**src/rtl/io_timer_pkg.sv**
```systemverilog
// Shared constants for the io_timer peripheral: register offsets, CTRL/STATUS
// bit positions and the default base address of the register block.
package io_timer_pkg;

  localparam logic [15:0] IO_TIMER_BASE_ADDR = 16'h1010;

  localparam logic [2:0] OFF_CTRL   = 3'd0;
  localparam logic [2:0] OFF_STATUS = 3'd1;
  localparam logic [2:0] OFF_CNT_L  = 3'd2;
  localparam logic [2:0] OFF_CNT_H  = 3'd3;
  localparam logic [2:0] OFF_CMP_L  = 3'd4;
  localparam logic [2:0] OFF_CMP_H  = 3'd5;

  localparam int CTRL_EN       = 0;
  localparam int CTRL_AUTOCLR  = 1;
  localparam int CTRL_IRQEN    = 2;
  localparam int CTRL_PSEL_LSB = 3;
  localparam int CTRL_PSEL_W   = 3;
  localparam int CTRL_W        = CTRL_PSEL_LSB + CTRL_PSEL_W;

  localparam int ST_MATCH = 0;
  localparam int ST_OVF   = 1;
  localparam int ST_W     = 2;

endpackage

```
**src/rtl/timer_prescaler.sv**
```systemverilog
// 7-bit prescaler: emits a one-cycle tick every 2**psel enabled cycles and
// restarts from zero whenever cleared or disabled.
module timer_prescaler
  import io_timer_pkg::*;
(
  input  logic                   clk,
  input  logic                   rst_n,
  input  logic                   en,
  input  logic                   clr,
  input  logic [CTRL_PSEL_W-1:0] psel,
  output logic                   tick
);

  logic [6:0] r_pre;
  logic [6:0] w_limit;

  // Terminal count (1<<psel)-1 built as a mask so no bits are left unused.
  assign w_limit = ~(7'h7F << psel);
  assign tick    = en && (r_pre == w_limit);

  // NOTE: sequential state uses non-blocking assignments so every register
  // samples pre-edge values regardless of process ordering.
  always_ff @(posedge clk or negedge rst_n) begin
    if (!rst_n) begin
      r_pre <= '0;
    end else if (clr || !en || tick) begin
      r_pre <= '0;
    end else begin
      r_pre <= r_pre + 7'd1;
    end
  end

endmodule

```
**src/rtl/io_timer.sv**
```systemverilog
// Memory-mapped 16-bit timer/compare responder with atomic 16-bit access
// through byte staging/shadow registers and a registered level interrupt.
module io_timer
  import io_timer_pkg::*;
#(
  parameter logic [15:0] BASE_ADDR = IO_TIMER_BASE_ADDR
) (
  input  logic        clk,
  input  logic        rst_n,
  input  logic [15:0] dMemIOAddress,
  input  logic [7:0]  dMemIOIn,
  input  logic        dMemIOWriteEn,
  input  logic        dMemIOReadEn,
  output logic [7:0]  ioOut,
  output logic        irq
);

  logic              w_sel, w_wr, w_rd, w_tick;
  logic [2:0]        w_off;
  logic [CTRL_W-1:0] r_ctrl;
  logic [ST_W-1:0]   r_status, w_st_set, w_st_clr;
  logic [15:0]       r_cnt, r_cmp, w_cnt_next;
  logic [7:0]        r_cnt_stg, r_cmp_stg, r_cnt_shadow, r_io_out, w_rdata;
  logic              r_irq;

  assign w_sel = (dMemIOAddress[15:3] == BASE_ADDR[15:3]);
  assign w_off = dMemIOAddress[2:0];
  assign w_wr  = dMemIOWriteEn && w_sel;
  assign w_rd  = dMemIOReadEn && w_sel;

  timer_prescaler u_prescaler (
    .clk   (clk),
    .rst_n (rst_n),
    .en    (r_ctrl[CTRL_EN]),
    .clr   (w_wr && (w_off == OFF_CTRL)),
    .psel  (r_ctrl[CTRL_PSEL_LSB +: CTRL_PSEL_W]),
    .tick  (w_tick)
  );

  // NOTE: every signal driven here gets a default first, so no path through
  // the block can leave it unassigned and infer a latch.
  always_comb begin
    w_cnt_next = r_cnt;
    w_st_set   = '0;
    if (w_tick) begin
      if (r_cnt == r_cmp) w_st_set[ST_MATCH] = 1'b1;
      if ((r_cnt == r_cmp) && r_ctrl[CTRL_AUTOCLR]) begin
        w_cnt_next = '0;
      end else begin
        w_cnt_next         = r_cnt + 16'd1;
        w_st_set[ST_OVF]   = (r_cnt == 16'hFFFF);
      end
    end
    // A CPU commit to CNT_H overrides the tick's increment.
    if (w_wr && (w_off == OFF_CNT_H)) w_cnt_next = {dMemIOIn, r_cnt_stg};
  end

  assign w_st_clr = (w_wr && (w_off == OFF_STATUS)) ? dMemIOIn[ST_W-1:0] : '0;

  always_comb begin
    w_rdata = '0;
    case (w_off)
      OFF_CTRL:   w_rdata = {{(8-CTRL_W){1'b0}}, r_ctrl};
      OFF_STATUS: w_rdata = {{(8-ST_W){1'b0}}, r_status};
      OFF_CNT_L:  w_rdata = r_cnt[7:0];
      OFF_CNT_H:  w_rdata = r_cnt_shadow;
      OFF_CMP_L:  w_rdata = r_cmp[7:0];
      OFF_CMP_H:  w_rdata = r_cmp[15:8];
      default:    w_rdata = '0;
    endcase
  end

  always_ff @(posedge clk or negedge rst_n) begin
    if (!rst_n) begin
      r_ctrl       <= '0;
      r_status     <= '0;
      r_cnt        <= '0;
      r_cmp        <= 16'hFFFF;
      r_cnt_stg    <= '0;
      r_cmp_stg    <= '0;
      r_cnt_shadow <= '0;
      r_io_out     <= '0;
      r_irq        <= 1'b0;
    end else begin
      r_cnt    <= w_cnt_next;
      r_status <= (r_status & ~w_st_clr) | w_st_set;
      r_io_out <= w_rd ? w_rdata : 8'h00;
      r_irq    <= r_ctrl[CTRL_IRQEN] & r_status[ST_MATCH];
      if (w_rd && (w_off == OFF_CNT_L)) r_cnt_shadow <= r_cnt[15:8];
      if (w_wr) begin
        case (w_off)
          OFF_CTRL:  r_ctrl    <= dMemIOIn[CTRL_W-1:0];
          OFF_CNT_L: r_cnt_stg <= dMemIOIn;
          OFF_CMP_L: r_cmp_stg <= dMemIOIn;
          OFF_CMP_H: r_cmp     <= {dMemIOIn, r_cmp_stg};
          default:   ;
        endcase
      end
    end
  end

  assign ioOut = r_io_out;
  assign irq   = r_irq;

endmodule

```
**config.mk**
```make
export PLATFORM = sky130hd
export DESIGN_NAME = io_timer
export DESIGN_NICKNAME = d
export VERILOG_FILES = /design/src/rtl/io_timer_pkg.sv /design/src/rtl/timer_prescaler.sv /design/src/rtl/io_timer.sv
export SDC_FILE = /design/constraint.sdc
export NUM_CORES = 1
export LEC_CHECK = 0
export BUFFER_PORTS_ARGS = -buffer_cell sky130_fd_sc_hd__buf_4
export CAP_MARGIN = 25
export CORE_MARGIN = 1
export CORE_UTILIZATION = 55
export CTS_BUF_LIST = sky130_fd_sc_hd__clkbuf_16
export DETAILED_ROUTE_END_ITERATION = 8
export GPL_TIMING_DRIVEN = 0
export PLACE_DENSITY = 0.8
export SETUP_SLACK_MARGIN = 0.3
export SYNTH_ARGS = -nofsm -noshare
export SYNTH_HDL_FRONTEND = slang
export SYNTH_SLANG_ARGS = --single-unit
```
**constraint.sdc**
```tcl
create_clock -name clk -period 2.8 [get_ports clk]
set_clock_uncertainty 0.15 [all_clocks]
set_input_delay 0.42 -clock clk [delete_from_list [all_inputs] [get_ports clk]]
set_output_delay 0.42 -clock clk [all_outputs]
set_load 0.005 [all_outputs]
```
==> results.md <==
CTS:
- The clock transition at the register clock pins on the worst setup and hold paths after CTS is 0.06 ns.
- The number of CTS-inserted buffers is 9.
- In this run the clock root is driven by a sky130_fd_sc_hd__clkbuf_16.
- The H-tree was split into 3 levels.
- TritonCTS built the clock tree.
- At the later pin of the worst-skew pair, clock insertion delay measures 0.33 ns.
- In this run the deepest clock path goes through 2 buffers.
- The number of clock sinks is 80.

Drt:
- The total routed wirelength is 10500 µm.
- Across all layers, the routed design uses 3419 vias.
- The pre-antenna-repair detailed-routing pass consisted of 5 iterations.
- In the routed layout, each cell is associated on average with a via count of 6.22.
- The post-route antenna net violation count is 0.
- The average detailed-routed wire length per instance is 19.1 µm.
- The count of routing violations after the opening detailed-route iteration is 353.
- After detailed routing, the number of remaining DRC violations is 0.

Finish:
- The number of antenna diodes is 0.
- Of the cells placed in the final design, the portion with a size suffix greater than 1 is 33.0%.
- After the flow finishes, the layout carries non-filler instances totaling 550.
- After the last flow step, the layout net total stands at 476.
- The final core utilization is 69.2%.
- Compared with the post-synthesis result, the final layout area differs by 20.8%.
- The design area is 0.00505 mm².

Critical path:
- The startpoint type of the worst setup path is a flop.
- The worst setup path is captured at a flop.
- The worst setup path is of the reg -> reg kind.
- The worst path required time is 2.90 ns.
- The setup check on the worst reg-to-reg path leaves a slack of 0.39 ns.
- The maximum fanout count along the critical path is 10.
- At the worst endpoint, the arrival time is 2.51 ns.

Floorplan:
- From left edge to right edge, the die measures 89.2 µm.
- The vertical die dimension is 89.2 µm.
- The area of the core region is 0.00729 mm².
- The number of ports placed on the die boundary is 37.
- The initial core utilization is 57.3%.
- The floorplan has 31 rows.
- The die area is 0.00795 mm².

Timing:
- Setup repair after global routing left no endpoint under its margin.
- The fraction of the cycle the final worst path needs is 86.0%.
- The number of pins with negative max-slew slack in the final report came to 0.
- The final-report hold violation count is 0.
- For the pin with the worst max-slew slack, the measured transition is 0.702 ns.
- After layout, the minimum clock period comes to 2.41 ns.
- Based on the critical path, the design can be clocked at up to 415 MHz.
- In the post-route analysis, the smallest setup slack over all paths is 0.391 ns.
- The worst relative slew slack is 53.2%.
- The number of setup violations in the final report is 0.
- The tightest hold margin is 0.210 ns.

Global route:
- The number of global-route vias before repair was 3190.
- The initial antenna violation count is 0.
- The total routing resource utilization after global routing is 28.5%.
- The total congestion overflow after global routing is 0.
- Entering global routing, the biggest net connects 81 pins.
- The wire length of the first global-routing pass is 16500 µm.

Min path:
- The type of the worst min-delay path is in -> reg.

Logic synthesis:
- For this run, the leading register cell type out of synthesis is sky130_fd_sc_hd__dfrtp_1.
- The Yosys step of the flow raised 0 warnings.
- The number of different library cells in the post-synthesis netlist is 54.
- Summing the sequential cell areas from Yosys gives 48.4% of the chip area.
- The post-synthesis average cell area is 10.7 µm².
- The cell count after synthesis came out at 392.
- The number of nets in the synthesized netlist is 422.
- The flop and latch count out of synthesis is 80.
- The async set or reset register ratio after synthesis is 100%.
- The post-synth design cell area is 0.00418 mm².
- The number of flops mapped to enable cells by yosys is 0.

Placement:
- The HPWL after detailed placement is 7250 µm.
- The setup slack at placement is -0.0467 ns.
- The cell total after placement is 526.
- The routability congestion estimate from global placement is 0.914.
- In this run the tool buffered the top-level ports with 35 buffer cells.
- The placement-stage cell area is 0.00456 mm².

Power and ir drop:
- The maximum VDD drop is 0.317 mV.
- The analysis attributes to cell leakage a power of 2.18 nW.
- Dividing total power by cell area gives a power density of 509 mW/mm².

Run status:
- The run finished with clean final reports.

Flow run:
- Max-cap violations in this run came to 0.
## repair_timing
item	4_1_cts	5_1_grt
buffers inserted	0	6
setup endpoints to repair	22	17
gates resized for setup	4	22
endpoints found under the hold margin	0	5
pin swaps	0	4
hold buffers	0	1
## cell usage after synthesis, drive strengths merged, types with 5 or more instances
cell / n / area, µm²
dfrtp: 64 / 1600
mux2: 48 / 541
nor2: 35 / 131
nand2: 31 / 116
o21ai: 20 / 100
xnor2: 18 / 158
clkbuf: 17 / 63.8
dfstp: 16 / 420
nand3: 14 / 70.1
a21oi: 12 / 60.1
nand4: 11 / 68.8
a22oi: 10 / 75.1
nor3: 10 / 60.1
a31oi: 9 / 56.3
buf: 8 / 70.1
a221oi: 7 / 67.6
mux2i: 7 / 70.1
nand3b: 5 / 37.5
## through the flow
step	power, mW	TNS (ns)
floorplan	1.21	0
global placement	1.27	-0.402
detailed placement	1.27	-0.400
CTS	2.58	0
global route	2.65	0
finish	2.57	0
## state kept, by name (all words and copies together), names as in the netlist, 6 cells and up
register	flops
r_cmp	16
r_cnt	16
ioOut	8
r_cmp_stg	8
r_cnt_shadow	8
r_cnt_stg	8
u_prescaler.r_pre	7
r_ctrl	6
## area by class of cell
| type | count | area, µm² |
|---|---|---|
| Buffer | 25 | 150 |
| Clock buffer | 9 | 225 |
| Clock inverter | 7 | 111 |
| Fill cell | 555 | 2240 |
| Inverter | 3 | 11.3 |
| Multi-Input combinational cell | 284 | 2060 |
| Sequential cell | 80 | 2020 |
| Tap cell | 99 | 124 |
| Timing Repair Buffer | 43 | 349 |
## metal layers
metal,track usage [%],part of all wire [%],wire [µm],vias to the layer above
met4,11.3,2.2,228,0
met1,38.9,44,4590,1694
met3,6.37,8.1,849,21
li1,-,-,-,1537
met5,0,0,0,-
met2,44.5,46,4860,167
## report_power, final
group	internal, mW	total, mW	switching (mW)
clock network	0.864	1.31	0.446
logic	0.0409	0.103	0.0620
registers	1.16	1.16	0.000875
total	2.06	2.57	0.509
## worst paths after layout
| path | cells past startpoint | from | end |
|---|---|---|---|
| worst max register to register | 10 | r_ctrl[5] | r_cnt[12] |
| worst min register to register | 2 | r_cnt_stg[0] | r_cnt[0] |
| worst min-delay path | 2 | dMemIOIn[7] | r_cmp_stg[7] |
| max in group asynchronous | 3 | rst_n | r_cmp[9] |
| worst max-delay path | 10 | r_ctrl[5] | r_cnt[12] |
| min in group asynchronous | 2 | rst_n | r_cmp_stg[4] |
## critical path, cell delays in order, from the launching register on
cell	delay [ns]
sky130_fd_sc_hd__dfrtp_1	0.42
sky130_fd_sc_hd__buf_6	0.16
sky130_fd_sc_hd__nor3_2	0.15
sky130_fd_sc_hd__o21ai_1	0.07
sky130_fd_sc_hd__a221o_1	0.35
sky130_fd_sc_hd__buf_4	0.16
sky130_fd_sc_hd__a2111oi_4	0.32
sky130_fd_sc_hd__buf_6	0.18
sky130_fd_sc_hd__buf_4	0.11
sky130_fd_sc_hd__nand3b_1	0.07
sky130_fd_sc_hd__a31oi_1	0.18
## layout by cell type (no fill, tap or decap), types with 3 or more instances in the layout
cell	netlist	routed
sky130_fd_sc_hd__dfrtp_1	64	64
sky130_fd_sc_hd__mux2_2	48	48
sky130_fd_sc_hd__buf_4	1	42
sky130_fd_sc_hd__nor2_1	35	35
sky130_fd_sc_hd__nand2_1	31	31
sky130_fd_sc_hd__o21ai_0	18	18
sky130_fd_sc_hd__xnor2_1	18	16
sky130_fd_sc_hd__dfstp_2	16	16
sky130_fd_sc_hd__nand3_1	14	14
sky130_fd_sc_hd__a21oi_1	12	12
sky130_fd_sc_hd__nand4_1	11	11
sky130_fd_sc_hd__a22oi_1	10	10
sky130_fd_sc_hd__clkbuf_1	17	9
sky130_fd_sc_hd__a31oi_1	9	9
sky130_fd_sc_hd__clkbuf_16	0	9
sky130_fd_sc_hd__clkbuf_2	0	7
sky130_fd_sc_hd__nor3_1	8	7
sky130_fd_sc_hd__mux2i_1	7	7
sky130_fd_sc_hd__a221oi_1	6	6
sky130_fd_sc_hd__nand3b_1	5	5
sky130_fd_sc_hd__inv_1	3	4
sky130_fd_sc_hd__buf_6	3	3
sky130_fd_sc_hd__o21a_1	3	3
sky130_fd_sc_hd__nor3_2	2	3
sky130_fd_sc_hd__and2_1	3	3
sky130_fd_sc_hd__xor2_1	3	3
sky130_fd_sc_hd__nor2b_1	3	3
sky130_fd_sc_hd__bufinv_16	0	3
## cells by family after synthesis
| group | after synthesis | synth area share (%) |
|---|---|---|
| AOI/OAI and AO/OA | 79 | 13.4 |
| xor gates and xnor gates | 21 | 4.40 |
| adders and majority gates | 2 | 0.599 |
| buffers and inverters | 28 | 3.47 |
| DFF | 80 | 48.4 |
| muxes | 55 | 14.6 |
| and+or+nand+nor | 127 | 15.1 |
Power figures use the tool's default switching activity.
